**config.mk**
```make
export PLATFORM = sky130hd
export DESIGN_NAME = fmap_streamer
export DESIGN_NICKNAME = d
export VERILOG_FILES = /design/src/rtl/fmap_streamer.sv
export SDC_FILE = /design/constraint.sdc
export NUM_CORES = 1
export LEC_CHECK = 0
export BUFFER_PORTS_ARGS = -buffer_cell sky130_fd_sc_hd__buf_2
export CAP_MARGIN = 40
export CORE_MARGIN = 3
export CORE_UTILIZATION = 43
export CTS_CLUSTER_SIZE = 12
export DETAILED_ROUTE_END_ITERATION = 8
export PLACE_DENSITY = 0.57
export RECOVER_POWER = 25
export SYNTH_ARGS = -nofsm -noshare
export SYNTH_HDL_FRONTEND = slang
export SYNTH_SLANG_ARGS = --single-unit
```
**constraint.sdc**
```tcl
create_clock -name clk -period 7.14 [get_ports clk]
set_clock_uncertainty 0.2 [all_clocks]
set_input_delay 2.142 -clock clk [delete_from_list [all_inputs] [get_ports clk]]
set_output_delay 2.142 -clock clk [all_outputs]
set_load 0.05 [all_outputs]
```
**src/rtl/fmap_streamer.sv**
```systemverilog
// fmap_streamer
//   Holds one SIZE x SIZE feature map, one CHANNEL*N-bit word per pixel.
//   On a start request it streams every pixel in raster order as a beat
//   for a convolution pipeline input. GAP idle cycles are inserted between
//   consecutive beats.
//
// Ports
//   clk, rst  : single rising-edge clock; asynchronous active-high reset
//   wr_en     : pixel write strobe (dropped while busy, during reset or
//               when wr_addr is out of range)
//   wr_addr   : pixel index to write
//   wr_data   : pixel word, channel 0 in the LSBs
//   start     : single-cycle request to stream one frame
//   busy      : a frame is being streamed
//   done      : one-cycle pulse in the cycle after the final beat
//   dout_vld  : beat valid
//   dout      : beat data, all-zero when dout_vld is low
//   dout_end  : marks the final beat of the frame
module fmap_streamer #(
  parameter int N       = 16,
  parameter int CHANNEL = 3,
  parameter int SIZE    = 6,
  parameter int GAP     = 0,
  localparam int AW     = ($clog2(SIZE*SIZE) < 1) ? 1 : $clog2(SIZE*SIZE)
) (
  input  logic                 clk,
  input  logic                 rst,
  input  logic                 wr_en,
  input  logic [AW-1:0]        wr_addr,
  input  logic [CHANNEL*N-1:0] wr_data,
  input  logic                 start,
  output logic                 busy,
  output logic                 done,
  output logic                 dout_vld,
  output logic [CHANNEL*N-1:0] dout,
  output logic                 dout_end
);

  localparam int              DEPTH    = SIZE*SIZE;
  localparam int              W        = CHANNEL*N;
  localparam logic [AW:0]     DEPTH_W  = (AW+1)'(DEPTH);
  localparam logic [AW-1:0]   LAST_IDX = AW'(DEPTH-1);
  localparam logic [3:0]      GAP_LAST = 4'((GAP > 0) ? GAP-1 : 0);

  typedef enum logic [1:0] {
    S_IDLE,
    S_READ,
    S_GAP,
    S_FIN
  } state_t;

  state_t        state_q, state_d;
  logic [AW-1:0] idx_q;
  logic [3:0]    gap_cnt_q;
  logic          rd_en;
  logic          accept;
  logic          last_rd;
  logic          wr_ok;

  // Frame buffer: deliberately without reset so pixel data survives rst.
  logic [W-1:0]  mem [DEPTH];

  assign busy    = (state_q != S_IDLE);
  assign last_rd = (idx_q == LAST_IDX);
  assign wr_ok   = wr_en && !busy && !rst && ({1'b0, wr_addr} < DEPTH_W);

  always_ff @(posedge clk) begin
    if (wr_ok) begin
      mem[wr_addr] <= wr_data;
    end
  end

  always_comb begin
    state_d = state_q;
    rd_en   = 1'b0;
    accept  = 1'b0;
    case (state_q)
      S_IDLE: begin
        // done is high in the first IDLE cycle; a start there belongs to
        // the frame just finished and is ignored.
        if (start && !done) begin
          accept  = 1'b1;
          state_d = S_READ;
        end
      end
      S_READ: begin
        rd_en = 1'b1;
        if (last_rd) begin
          state_d = S_FIN;
        end else if (GAP > 0) begin
          state_d = S_GAP;
        end
      end
      S_GAP: begin
        if (gap_cnt_q == GAP_LAST) begin
          state_d = S_READ;
        end
      end
      S_FIN:   state_d = S_IDLE;
      default: state_d = S_IDLE;
    endcase
  end

  always_ff @(posedge clk or posedge rst) begin
    if (rst) begin
      state_q   <= S_IDLE;
      idx_q     <= '0;
      gap_cnt_q <= '0;
      dout_vld  <= 1'b0;
      dout_end  <= 1'b0;
      dout      <= '0;
      done      <= 1'b0;
    end else begin
      state_q <= state_d;

      // Index advances as each read issues, so GAP cycles just hold it.
      if (accept) begin
        idx_q <= '0;
      end else if (rd_en && !last_rd) begin
        idx_q <= idx_q + 1'b1;
      end

      if (state_q == S_GAP) begin
        gap_cnt_q <= gap_cnt_q + 1'b1;
      end else begin
        gap_cnt_q <= '0;
      end

      dout_vld <= rd_en;
      dout_end <= rd_en && last_rd;
      dout     <= rd_en ? mem[idx_q] : '0;
      done     <= (state_q == S_FIN);
    end
  end

endmodule

```
# After elaboration in Yosys (flattened, before gate mapping)
# Memory sizes are Yosys's and may differ from the RTL's.
# Cells that the tools add are included.
op_classes:
  mux: 13
  reduce_logical: 15
  order_cmp: 1
  eq_ne: 7
  addsub: 2
op_table:
  columns: ["operator", "count"]
  rows:
  - ["2-to-1 mux 48 bit", 1]
  - ["2-to-1 mux 6 bit", 2]
  - ["one-hot mux 2 bit (4 select lines)", 1]
  - ["adder 6 x 1 -> 6 bit, second input constant", 1]
  - ["equality test 6 bit, second input constant", 1]
  - ["logical AND 1 bit", 6]
  - ["less-than comparator 6 bit, second input constant", 1]
  - ["2-to-1 mux 2 bit", 3]
  - ["inequality test 2 bit, second input constant", 3]
  - ["2-to-1 mux 1 bit", 5]
  - ["adder 4 x 1 -> 4 bit, second input constant", 1]
  - ["equality test 2 bit, second input constant", 2]
  - ["zero test 1 bit", 4]
  - ["zero test 4 bit", 1]
  - ["2-to-1 mux 4 bit", 1]
  - ["nonzero test 2 bit", 2]
  - ["AND reduction 3 bit", 1]
  - ["equality test 2 x 1 -> 1 bit, second input constant", 1]
  - ["zero test 2 bit", 1]
totals:
  input_bits: 58
  reg_bits: 63
  out_inout_bits: 52
  elab_cells: 46
  mem_count: 1
  ramBits: 1728
mem_list:
  columns: ["name", "words", "word_bits", "rd", "rd_ports_with_merged_regs", "write_ports", "line_no", "text"]
  rows:
  - ["mem", 36, 48, 1, 0, 1, "61", "logic [W-1:0] mem [DEPTH];"]

# Depth between registers and ports, before layout
depth:
  ltp_word: 7
  ltp_mapped: 9
  ltp_nobuf: 5

# Worst setup path after synthesis
# Ideal clock, no wire load.
synth_timing:
  path_kind: "input to register"
  startpoint: "input port rst"
  endpoint: "memory mem[31][0] (netlist bit), enable pin"
  required_time_ns: 6.486
  setup_ns: 0.454
  t_arrival_ns: 5.349
  n_path_buf: 0
  setup_slack_ns: 1.137
  cell_stages: 4
  cell_sequence: "or4b_2 -> nor3b_1 -> nand3_1 -> nor2_1"
synth_between:
  elab_chain_len: 5
synth_lines:
  columns: ["element", "line_no", "text"]
  rows:
  - ["start: declaration", "27", "input logic rst,"]
  - ["zero test 1 bit (no source line)", null, null]
  - ["logical AND 1 bit (2 in series)", "65", "assign wr_ok = wr_en && !busy && !rst && ({1'b0, wr_addr} < DEPTH_W);"]
  - ["2-to-1 mux 1 bit", "68", "if (wr_ok) begin"]
  - ["2-to-1 mux 1 bit (implied by the code)", "69", "mem[wr_addr] <= wr_data;"]
  - ["end: declaration", "61", null]
# Every way passes these cells.

# Worst setup path after layout
layout_timing:
  startpoint: "input port rst"
  endpoint: "memory mem[27][21] (netlist bit), enable pin"
# Same word-level chain as after synthesis.

==> impl_results.md <==
- Post-layout nets: 3441
- Final Hold Viols: 0
- Post-layout min period: between 4 and 5 ns
- GRT Resource Usage Total: around 23%
- Worst Path Buf+Inv: 2
- Avg WL per Cell: 33.7 um
- Mapped Nets: 3179
- Hold WC Path Type: register to register
- Clock Power Share: 30.0%
- Deepest clock path buffer count: 3
- Seq/Total Area, Yosys: 79.0%
- Layout cells sized above 1: approximately 24%
- Yosys warning count: 0
- Reg-to-reg endpoint: dout[39]
- Rel. slew slack: -98.1%
- Critical path class: input port to register
- Pwr Density: 380 nW/um^2
- Cell taking the most area after synthesis: edfxtp_1
- Crit path from: rst
- Status: finished with violations
- Top post-synthesis cells by area: edfxtp_1 77%, mux4_2 9.6%, mux2i_1 4.3%
- Asr flop ratio synth: 3.52%
- Worst-Margin Slew: 2.96 ns
- Element type at the critical path end: register
- Dpl cell area: 71600 um^2
- Net switching power: 9.48 mW
- Chip height: roughly 400 um
- Crit start category: input port
- Num Clock Sinks: between 1500 and 2000
- Switching Share: 32.4%
- Post-Route WL: 187000 um
- Yosys reg bits: 1791
- H-tree depth: 4
- CP delay by family, top: simple AND/OR/NAND/NOR gates
- Initial antenna violation count: 15
- R2R cell count: 8
- Initial Utilization: 43.6%
- Synthesized cell area: 67700 um^2
- R2R Path Start: idx_q[1]
- Synth cell count leaders: 1728 x edfxtp_1, 289 x mux2i_1, 288 x mux4_2, 102 x o22ai_1, 87 x clkbuf_1
- Worst vdd ir: 0.285 mV
- Die ar.: 162000 um^2
- Post-route cell area: 77000 um^2
- RePlAce Congestion: 0.841
- Crit-path cells: clkbuf_1, or4b_2, nor3b_1, nand2_1, nor2_4, buf_4
- DRT Pass-1 Iters: 5
- Clock latency on the worst-skew pair: approximately 0.82 ns
- Internal power: 19.8 mW
- Drt drc: 0
- Vias in the first global route: 34200
- Total of max-cap violations: 33
- CTS tree: yes
- Post-synth top area share: around three quarters
- # setup viols final: 0
- Combinational share of power: 29.0%
- Critical path's slowest cell: or4b_2
- Post-CTS setup buffers: 0
- Core Region: 155000 um^2
- Fin. max-slew vios: between 1000 and 1500
- Unrepaired setup endpoints after global routing: false
- Post_cts resized: 0
- Final period util: about two thirds
- Synth Flop Type: edfxtp_1
- Setup TNS: 0 ns
- Flop2flop setup slack: 2.74 ns
- Post-Syn Instances: 3118
- Die X-Extent: 403 um
- Number of synthesized flops with an enable pin: 1728
- Largest net degree at the start of global routing: 105
- Pleak: 24.6 nW
- Syn avg cell area: 21.7 um^2
- Via count: 33500
- Cell variety after synth: 45
- Clock root cell: clkbuf_16
- Violated checks: max-capacitance violations, max-slew violations
- Clock transition at path regs: 0.06 ns
- Initial DRC Count: between 4000 and 5000
- Critical Path Max Stage Delay: 0.71 ns
- First-pass GRT wire length: 265000 um
- Total gr overflow: 0
- Hold-fix buffers at CTS: 0
- Seq pwr share: roughly two fifths
- IO Pins: 110
- I/O Buffers: approximately 110
- WP depth: 6
- Area Growth Syn to Fin: 13.7%
- Required @ worst endpoint: 7.37 ns
- Fillers: 12400
- Row cnt: 144
- Via density: 6.03
- Top-count cell post-synth: edfxtp_1
- DRT antenna net count: 0
- Worst Setup EP: mem[27][21]
- WHS: around 0.30 ns
- CP arrival: 5.02 ns
- Finished Core Util: 49.6%
- HPWL Detailed: 117000 um
- CP max FO: 38
- FMAX: 209 MHz
- CTS buffer count: ~180
## sequential cells by signal, indices dropped and copies added, names as in the netlist
| name | cells |
|---|---|
| done | 1 |
| dout | 48 |
| dout_end | 1 |
| dout_vld | 1 |
| gap_cnt_q | 4 |
| idx_q | 6 |
| mem | 1728 |
| state_q | 2 |
## layout by cell type (no fill, tap or decap), drive strengths merged, types with 19 or more instances in the layout
| cell type | netlist | final |
|---|---|---|
| nor3 | 21 | 21 |
| o21ai | 48 | 48 |
| a21oi | 26 | 26 |
| o22ai | 102 | 102 |
| nor2 | 53 | 53 |
| a211oi | 51 | 51 |
| clkinv | 1 | 41 |
| nand2 | 32 | 32 |
| a22oi | 27 | 27 |
| mux2 | 68 | 68 |
| dfrtp | 63 | 63 |
| clkbuf | 87 | 301 |
| edfxtp | 1728 | 1728 |
| buf | 87 | 216 |
| a2111oi | 29 | 29 |
| a221oi | 19 | 19 |
| o221ai | 43 | 43 |
| mux4 | 288 | 288 |
| mux2i | 289 | 289 |
## kinds of logic after synthesis
group                    count (synthesis)  share of synthesized area, %
AO/OA/AOI/OAI                          350                          3.60
XOR/XNOR                                 6                        0.0776
adder cells (fa/ha/maj)                  3                        0.0555
buffers and inverters                  184                          1.34
flip-flops                            1791                          79.0
multiplexers                           645                          15.0
AND/OR/NAND/NOR                        139                         0.954
## worst register-to-register path: cells and delay by family, from the launching register on
kind	cells	cell delay, ns
AOI/OAI and AO/OA	2	0.65
buffers and inverters	4	1.79
muxes	2	0.81
DFF	1	0.80
## per-stage QoR
step                      total power, mW  cells  worst slack (ns)
final                                29.2   5563              2.35
after floorplan                      17.3   3118              1.14
after CTS                            29.5   5559              2.37
after detailed placement             20.7   5241              1.48
after global placement               20.6   5216              1.38
after global routing                 30.2   5559              2.29
## routing by layer
| layer | track usage [%] | vias to the layer above | wire, um | part of all wire [%] |
|---|---|---|---|---|
| li1 | - | 13700 | - | - |
| met1 | 32.1 | 18000 | 76400 | 41 |
| met2 | 38.1 | 1543 | 92300 | 49 |
| met3 | 3.82 | 260 | 13500 | 7.2 |
| met4 | 6.57 | 4 | 5040 | 2.7 |
| met5 | 0 | - | 27 | 0.014 |
## power groups by stage
stage | Clock, mW | Sequential, mW | Combinational, mW
after global placement | 0 | 12.2 | 8.41
after CTS | 8.94 | 12.0 | 8.57
after detailed placement | 0 | 12.2 | 8.53
after global routing | 9.37 | 12.0 | 8.81
final | 8.78 | 12.0 | 8.47
after floorplan | 0 | 12.5 | 4.85
## layout make-up
| type | count | area (um^2) | area share, % |
|---|---|---|---|
| sequential | 1791 | 53500 | 69.5 |
| multi-input combinational | 1143 | 13600 | 17.7 |
| clock buffer | 264 | 4960 | 6.45 |
| tap | 2044 | 2560 | 3.32 |
| timing repair buffer | 253 | 1810 | 2.35 |
| clock inverter | 54 | 475 | 0.618 |
| inverter | 10 | 38.8 | 0.0504 |
| antenna | 4 | 10.0 | 0.0130 |
## worst min path at each step
stage / startpoint / end / depth (start not counted)
after floorplan: gap_cnt_q[0] / gap_cnt_q[0] / 1
after global placement: gap_cnt_q[0] / gap_cnt_q[0] / 1
after detailed placement: gap_cnt_q[0] / gap_cnt_q[0] / 1
after CTS: gap_cnt_q[0] / gap_cnt_q[0] / 1
after global routing: gap_cnt_q[0] / gap_cnt_q[0] / 1
final: gap_cnt_q[0] / gap_cnt_q[0] / 1
No activity file was read; power rests on OpenSTA's default activity.
